### config.mk
export PLATFORM = sky130hd
export DESIGN_NAME = ms_time_entry
export DESIGN_NICKNAME = d
export VERILOG_FILES = /design/src/rtl/ms_time_entry_pkg.sv /design/src/rtl/ms_time_entry_normalize.sv /design/src/rtl/ms_time_entry.sv
export SDC_FILE = /design/constraint.sdc
export NUM_CORES = 1
export LEC_CHECK = 0
export BUFFER_PORTS_ARGS = -buffer_cell sky130_fd_sc_hd__buf_2
export CORE_ASPECT_RATIO = 0.7
export CORE_MARGIN = 2
export CORE_UTILIZATION = 40
export CTS_CLUSTER_DIAMETER = 200
export DETAILED_ROUTE_END_ITERATION = 10
export GPL_ROUTABILITY_DRIVEN = 1
export GPL_TIMING_DRIVEN = 0
export PLACE_DENSITY = 0.63
export RECOVER_POWER = 100
export SLEW_MARGIN = 20
export SYNTH_ARGS = -nofsm -noshare
export SYNTH_HDL_FRONTEND = slang
export SYNTH_HIERARCHICAL = 1
export SYNTH_SLANG_ARGS = --single-unit
### constraint.sdc
create_clock -name clk -period 1.9 [get_ports clk]
set_input_delay 0.19 -clock clk [delete_from_list [all_inputs] [get_ports clk]]
set_output_delay 0.19 -clock clk [all_outputs]
set_load 0.05 [all_outputs]
### src/rtl/ms_time_entry_pkg.sv
// Shared definitions for the MM:SS time-entry front end: key codes,
// controller states and the default quick-start time.
`timescale 1ns/1ps
package ms_time_entry_pkg;

  localparam logic [3:0]  KEY_CANCEL     = 4'd10;
  localparam logic [3:0]  KEY_START      = 4'd11;
  localparam logic [15:0] QUICK_TIME_DEF = 16'h0030;
  localparam int          MAX_DIGITS_DEF = 4;

  typedef enum logic [2:0] {
    ST_IDLE,
    ST_ENTRY,
    ST_LOAD,
    ST_START,
    ST_RUN
  } state_e;

endpackage

### src/rtl/ms_time_entry_normalize.sv
// Folds an out-of-range seconds-tens digit into the minutes, so that
// MM:SS entries such as 00:90 become 01:30 and saturate at 99:59.
`timescale 1ns/1ps
module bcd_mmss_normalize (
  input  logic [15:0] bcd_i,
  output logic [15:0] bcd_o
);

  always_comb begin
    bcd_o = bcd_i;
    if (bcd_i[7:4] >= 4'd6) begin
      if (bcd_i[15:8] == 8'h99) begin
        bcd_o = 16'h9959;
      end else begin
        bcd_o[7:4] = bcd_i[7:4] - 4'd6;
        if (bcd_i[11:8] == 4'd9) begin
          bcd_o[11:8]  = 4'd0;
          bcd_o[15:12] = bcd_i[15:12] + 4'd1;
        end else begin
          bcd_o[11:8] = bcd_i[11:8] + 4'd1;
        end
      end
    end
  end

endmodule

### src/rtl/ms_time_entry.sv
// Keypad-driven writer for the MS_Timer: collects up to four BCD digits,
// loads the normalised value with a one-cycle active-low strobe, then starts.
`timescale 1ns/1ps
import ms_time_entry_pkg::*;

module ms_time_entry #(
  parameter logic [15:0] QUICK_TIME = QUICK_TIME_DEF,
  parameter int          MAX_DIGITS = MAX_DIGITS_DEF
) (
  input  logic        clk,
  input  logic        clear,
  input  logic        key_valid,
  input  logic [3:0]  key_code,
  input  logic        timer_busy,
  input  logic        timer_zero,
  output logic [15:0] entry_digits,
  output logic [15:0] load_value,
  output logic        load_n,
  output logic        start,
  output logic        stop,
  output logic        err
);

  localparam logic [2:0] MAX_CNT = 3'(MAX_DIGITS);

  state_e      state_q, state_d;
  logic        key_valid_q;
  logic [15:0] entry_q, entry_d;
  logic [2:0]  count_q, count_d;
  logic [15:0] load_value_q, load_value_d;
  logic        load_n_q, load_n_d;
  logic        start_q, start_d;
  logic        stop_q, stop_d;
  logic        err_q, err_d;
  logic        run_armed_q, run_armed_d;
  logic        press;
  logic        is_digit;
  logic [15:0] norm_value;

  assign press    = key_valid & ~key_valid_q;
  assign is_digit = (key_code <= 4'd9);

  bcd_mmss_normalize u_norm (
    .bcd_i (entry_q),
    .bcd_o (norm_value)
  );

  // Pulse outputs are registered alongside the state so they are glitch-free
  // and line up exactly with the LOAD/START/RUN transitions.
  always_ff @(posedge clk or negedge clear) begin
    if (!clear) begin
      state_q      <= ST_IDLE;
      key_valid_q  <= 1'b0;
      entry_q      <= '0;
      count_q      <= '0;
      load_value_q <= '0;
      load_n_q     <= 1'b1;
      start_q      <= 1'b0;
      stop_q       <= 1'b0;
      err_q        <= 1'b0;
      run_armed_q  <= 1'b0;
    end else begin
      state_q      <= state_d;
      key_valid_q  <= key_valid;
      entry_q      <= entry_d;
      count_q      <= count_d;
      load_value_q <= load_value_d;
      load_n_q     <= load_n_d;
      start_q      <= start_d;
      stop_q       <= stop_d;
      err_q        <= err_d;
      run_armed_q  <= run_armed_d;
    end
  end

  always_comb begin
    state_d      = state_q;
    entry_d      = entry_q;
    count_d      = count_q;
    load_value_d = load_value_q;
    load_n_d     = 1'b1;
    start_d      = 1'b0;
    stop_d       = 1'b0;
    err_d        = 1'b0;
    run_armed_d  = run_armed_q;
    case (state_q)
      ST_IDLE, ST_ENTRY: begin
        if (press) begin
          if (is_digit) begin
            if (count_q < MAX_CNT) begin
              entry_d = {entry_q[11:0], key_code};
              count_d = count_q + 3'd1;
              state_d = ST_ENTRY;
            end else begin
              err_d = 1'b1;
            end
          end else if (key_code == KEY_CANCEL) begin
            entry_d = '0;
            count_d = '0;
            state_d = ST_IDLE;
          end else if (key_code == KEY_START) begin
            if (timer_busy) begin
              err_d = 1'b1;
            end else begin
              load_value_d = (count_q == 3'd0) ? QUICK_TIME : norm_value;
              load_n_d     = 1'b0;
              state_d      = ST_LOAD;
            end
          end
        end
      end
      ST_LOAD: begin
        start_d = 1'b1;
        state_d = ST_START;
      end
      ST_START: begin
        run_armed_d = 1'b0;
        state_d     = ST_RUN;
      end
      ST_RUN: begin
        // The first RUN cycle ignores timer_zero: the timer may not yet
        // have left its previous zero value.
        run_armed_d = 1'b1;
        if (press && key_code == KEY_CANCEL) begin
          stop_d  = 1'b1;
          entry_d = '0;
          count_d = '0;
          state_d = ST_IDLE;
        end else begin
          if (run_armed_q && timer_zero) begin
            entry_d = '0;
            count_d = '0;
            state_d = ST_IDLE;
          end
          if (press && (is_digit || key_code == KEY_START)) begin
            err_d = 1'b1;
          end
        end
      end
      default: state_d = ST_IDLE;
    endcase
  end

  assign entry_digits = entry_q;
  assign load_value   = load_value_q;
  assign load_n       = load_n_q;
  assign start        = start_q;
  assign stop         = stop_q;
  assign err          = err_q;

endmodule

After elaboration in Yosys (flattened, before gate mapping). Index checks and enable logic that the tools add are counted.

Order comparisons: 3. Eq/ne operators: 14. Bitwise operators: 5. Muxes and demuxes: 45. Add/subtract/negate cells: 4. Reductions and logical operators: 12.

Operators by type and width (count): two-way mux 16 bit (8); two-way mux 3 bit (12); case mux 16 bit (2 select lines) (1); two-way mux 1 bit (16); == test 4 bit (second input constant) (3); two-way mux 12 bit (1); two-way mux 4 bit (3); case mux 3 bit (4 select lines) (1); AND reduction 5 bit (2); inequality test 3 bit (second input constant) (3); adder 4 x 1 -> 4 bit (second input constant) (2); == test 8 bit (second input constant) (1); inequality test 4 bit (second input constant) (2); == test 3 x 2 -> 1 bit (second input constant) (2); zero test 3 bit (2); case mux 3 bit (2 select lines) (1); AND reduction 6 bit (1); greater-or-equal comparator 4 x 3 -> 1 bit (second input constant) (1); less-or-equal comparator 4 bit (second input constant) (1); inverter 1 bit (4); case mux 1 bit (2 select lines) (2); nonzero test 2 bit (2); subtractor 4 x 3 -> 4 bit (second input constant) (1); adder 3 x 1 -> 3 bit (second input constant) (1); 8 further kinds (10).

Input bits: 9. Flip-flop bits (word level): 44. Output and inout port bits: 36.

Longest topological paths before layout.
Word-level depth: 6. Mapped depth: 8. Depth with buffers taken out: 7.

Hierarchy. Netlist, hierarchy kept.

By module, submodules not included: ms_time_entry (cells an instance 207, times used 1, area an instance 2090.8 um^2, sequential area each 1102.3 um^2); bcd_mmss_normalize (cells an instance 56, times used 1, area an instance 392.9 um^2, sequential area each 0.0 um^2).

Worst setup path before layout. Ideal clock, no wire load.

Path kind: reg2reg. From: register entry_q[9], in the netlist entry_digits[9]. To: register load_value_q[14], in the netlist load_value[14]. Data arrival time: 1752 ps. Stages on the path, launching flop included: 8. Path slack: 29 ps. Data required time: 1781 ps. Period minus slack after synthesis: 1871 ps. Path buffers: 0. Cell sequence: dfrtp_1 -> inv_1 -> ha_1 -> and3b_2 -> nand3_2 -> mux2_4 -> nand3_1 -> nand2_1.

Longest elaborated chain between the ends: 5. Elaborated cells between the ends (all ways): 6.

RTL lines: start: declaration (line ms_time_entry.sv:28) `logic [15:0] entry_q, entry_d;`; start signal: assignment (line ms_time_entry.sv:65) `entry_q <= entry_d;`; == test 4 bit (line ms_time_entry_normalize.sv:16) `if (bcd_i[11:8] == 4'd9) begin`; two-way mux 4 bit (line ms_time_entry_normalize.sv:16); two-way mux 12 bit * (line ms_time_entry_normalize.sv:12) `if (bcd_i[15:8] == 8'h99) begin`; two-way mux 16 bit * (line ms_time_entry_normalize.sv:11) `if (bcd_i[7:4] >= 4'd6) begin`; named net norm_value[14] (line ms_time_entry.sv:38) `logic [15:0] norm_value;`; two-way mux 16 bit * (line ms_time_entry.sv:105) `load_value_d = (count_q == 3'd0) ? QUICK_TIME : norm_value;`; end signal: assignment (line ms_time_entry.sv:67) `load_value_q <= load_value_d;`; end: declaration (line ms_time_entry.sv:30) `logic [15:0] load_value_q, load_value_d;`.

The timed path passes the listed nets; every way through them passes the cells marked *. A chain may end at the register's enable or synchronous reset.

Worst setup path after layout.
From: register state_q[1]. To: register count_q[2].

Longest elaborated chain between the ends: 4. Elaborated cells between the ends (all ways): 11.

RTL lines: start: declaration (line ms_time_entry.sv:26) `state_e state_q, state_d;`; start signal: assignment (line ms_time_entry.sv:63) `state_q <= state_d;`; == test 3 x 1 -> 1 bit or zero test 3 bit (tied branches) (line ms_time_entry.sv:86) `case (state_q)`; OR reduction 2 bit (line ms_time_entry.sv:86); inequality test 3 bit (no line), or another cell as far along; AND reduction 5 bit (no line); end signal: assignment (line ms_time_entry.sv:66) `count_q <= count_d;`; end: declaration (line ms_time_entry.sv:29) `logic [2:0] count_q, count_d;`.

Parallel ways exist; a longest one is shown, timed or not.

==> flow_summary_export.csv <==
group,metric,value,unit
synthesis,netlist_instances,263,
drt,ant_nets,0,
place,gp_congestion,0.8589,
drt,via_per_inst,4.987,
layout,instances_no_fill,391,
synthesis,yosys-top-cells-area,"dfrtp_1 (43%), nand2_1 (7.7%), mux2i_1 (6.9%)",
synthesis,yosysSeqAreaShare,44.38,%
drt,drcViolationCount,0,
global_routing,grtUsageTotal,17.08,%
timing,fin_skew,0.01102,ns
layout,final_area,0.002919,mm^2
layout,drive_above_1_share,12.97,%
worst_setup_path,worstPathMaxFanout,16,
pwr,power.switching,1.302,mW
timing,period_share,95.89,%
synthesis,synth_fp_nets,279,
synthesis,synth-seq-cells,44,
synthesis,synth_area_leader_cell,"dfrtp_1",
timing,worst_pin_slew,0.8770,ns
cts,cts_sinks,44,
die,ios,45,
status,status,"finished clean",
layout,antennaDiodeCount,0,
pwr,p_per_area,1071,mW/mm^2
worst_hold_path,hold_class,"input pin to flop",
die,start_util,42.31,%
cts,ctsHtreeMaxLevel,2,
place,io_buffers,44,
layout,area_growth,17.53,%
synthesis,synth_top_area_share,43.32,%
drt,via_count,1950,
pwr,comb_power_share,35.4,%
global_routing,grt_pass1_vias,1882,
drt,routed_wl,5.527,mm
cts,cts_buffer_depth,2,
synthesis,synth.distinct_cells,54,
synthesis,syn_area,0.002484,mm^2
pwr,leakage,1.471,nW
worst_setup_path,cp_data_arrival_time,2.00,ns
die,core,0.005871,mm^2
layout,fin_util,49.72,%
worst_setup_path,worst_setup_path_end_kind,"flop",
place,dpl_cell_area,0.002798,mm^2
timing,hold_viol,0,
die,die_w,98.18,um
global_routing,grt.overflow.total,0,
cts,numCtsBuffers,5,
timing,setup_ws,0.07814,ns
synthesis,yosys_warnings,6,
layout,nNetsFinal,331,
worst_setup_path,cp.required,2.08,ns
cts,clk_pin_slew,0.08,ns
cts,cts_tree,"yes",
timing,fin_tns_setup,0,ns
timing,rsz0062_at_grt,"false",
timing,slew_viol_final,0,
pwr,total_power,3.127,mW
timing,timing.fmax,548.9,MHz
die,rows,23,
drt,drtPass1Iterations,4,
cts,clock-root-buffer,"clkbuf_8",
pwr,p_sw_share,41.65,%
die,dieArea,0.006865,mm^2
global_routing,grt_start_max_net_pins,45,
die,die_height,69.93,um
pwr,ir_drop,446.6,uV
synthesis,avgSynthCellArea,9.443,um^2
timing,hold_slack,0.09449,ns
run,maxCapViolations,0,
timing,setup_viol_count_final,0,
place,post-place-cells,382,
pwr,p_seq_share,40.5,%
place,dp_hpwl,4.045,mm
cts,clock_latency,0.30,ns
timing,slew_headroom,41.53,%
synthesis,synth-edff-count,0,
timing,period_needed,1.822,ns
pwr,clockPowerShare,24.0,%
place,pre_cts_ws,-0.06993,ns
worst_setup_path,crit_path_start_kind,"flop",
pwr,p_int,1.825,mW
synthesis,async_flop_share,100.0,%
drt,dr.first_iter.drc_count,123,
global_routing,antenna_found_initial,0,
drt,routedWlPerCell,14.14,um
global_routing,grt_pass1_wl,9.522,mm
synthesis,synth-main-ff-cell,"dfrtp_1",
worst_setup_path,critical_path_class,"flop to flop",
## metal layers
layer / up-vias / global-route usage [%] / routed length (um)
li1: 995 / - / -
met1: 915 / 25.22 / 2869
met2: 38 / 25.88 / 2398
met3: 2 / 4.004 / 243
met4: 0 / 3.196 / 16
met5: - / 0 / 0
## cells in the final DEF (no fill, tap or decap), drive strengths merged, types with 2 or more instances in the layout
cell / n
or2: 4
nor2: 11
inv: 26
dfrtp: 43
nand2b: 5
o2111a: 2
a31oi: 3
ha: 7
nand3: 19
and2: 2
a21o: 3
buf: 14
nor2b: 4
mux2: 3
nor3: 2
nor4b: 2
or3b: 2
a21oi: 10
nand2: 51
nand4: 2
mux2i: 17
o21ai: 9
and3b: 3
nand3b: 4
clkbuf: 47
## cell type report
type | instances | area, um^2
inverter | 26 | 97.59
buffer | 9 | 78.83
multi-input combinational | 182 | 1214
tap | 75 | 93.84
clock buffer | 6 | 82.58
clock inverter | 2 | 38.79
sequential | 44 | 1104
timing repair buffer | 47 | 210.2
fill | 573 | 2952
## worst paths after layout
kind,from,endpoint,slack (ns),depth (start not counted)
max reg2reg,state_q[1],count_q[2],0.08,6
max,state_q[1],count_q[2],0.08,6
min in group asynchronous,clear,run_armed_q,0.54,2
min reg2reg,load_value[6],load_value[6],0.47,2
min,key_valid,key_valid_q,0.09,1
max in group asynchronous,clear,load_n,0.64,3
## sequential cells by signal, indices dropped and copies added (netlist names)
| register | cells |
|---|---|
| entry_digits | 16 |
| load_value | 16 |
| count_q | 3 |
| state_q | 3 |
| err | 1 |
| key_valid_q | 1 |
| load_n | 1 |
| run_armed_q | 1 |
| start | 1 |
| stop | 1 |
## power by group through the flow
stage	Combinational (mW)	Sequential (mW)	Clock [mW]
final	1.11	1.27	0.752
after global routing	1.22	1.30	0.819
after CTS	1.13	1.27	0.789
after detailed placement	1.12	1.28	0
after global placement	1.11	1.28	0
after floorplan	0.503	1.59	0
## synthesized netlist by cell type (3+ instances only)
| library cell | number |
|---|---|
| buf_2 | 4 |
| buf_6 | 3 |
| dfrtp_1 | 43 |
| inv_1 | 26 |
| mux2i_1 | 17 |
| nand3_1 | 18 |
| ha_1 | 7 |
| or2_1 | 4 |
| a21oi_1 | 9 |
| o21ai_0 | 8 |
| nor2_1 | 11 |
| clkbuf_1 | 3 |
| nand2_1 | 51 |
| nand2b_1 | 4 |
| a31oi_1 | 3 |
| nor2b_1 | 4 |
## critical path, cell delays in order, from the launching register on
cell     delay, ns
dfrtp_1       0.37
buf_2         0.19
or3b_1        0.40
and2_0        0.18
buf_6         0.15
and3b_1       0.17
mux2_2        0.25
## kinds of logic (layout without fill, tap and decap cells)
group | Yosys count | count (layout) | share of synthesized area (%)
compound gates | 37 | 37 | 10.73
xor+xnor | 1 | 1 | 0.3527
fa+ha+maj | 7 | 7 | 3.526
buf+inv | 37 | 90 | 7.355
flops | 44 | 44 | 44.38
mux | 20 | 20 | 8.362
simple gates | 117 | 117 | 25.29
## repair_timing
action,4_1_cts,5_1_grt
hold buffers,0,1
resized for setup,1,3
pin swaps,0,2
setup endpoints to repair,9,14
hold endpoints to repair,0,14
buffers inserted,0,1
(Power assumes the default switching activity.)
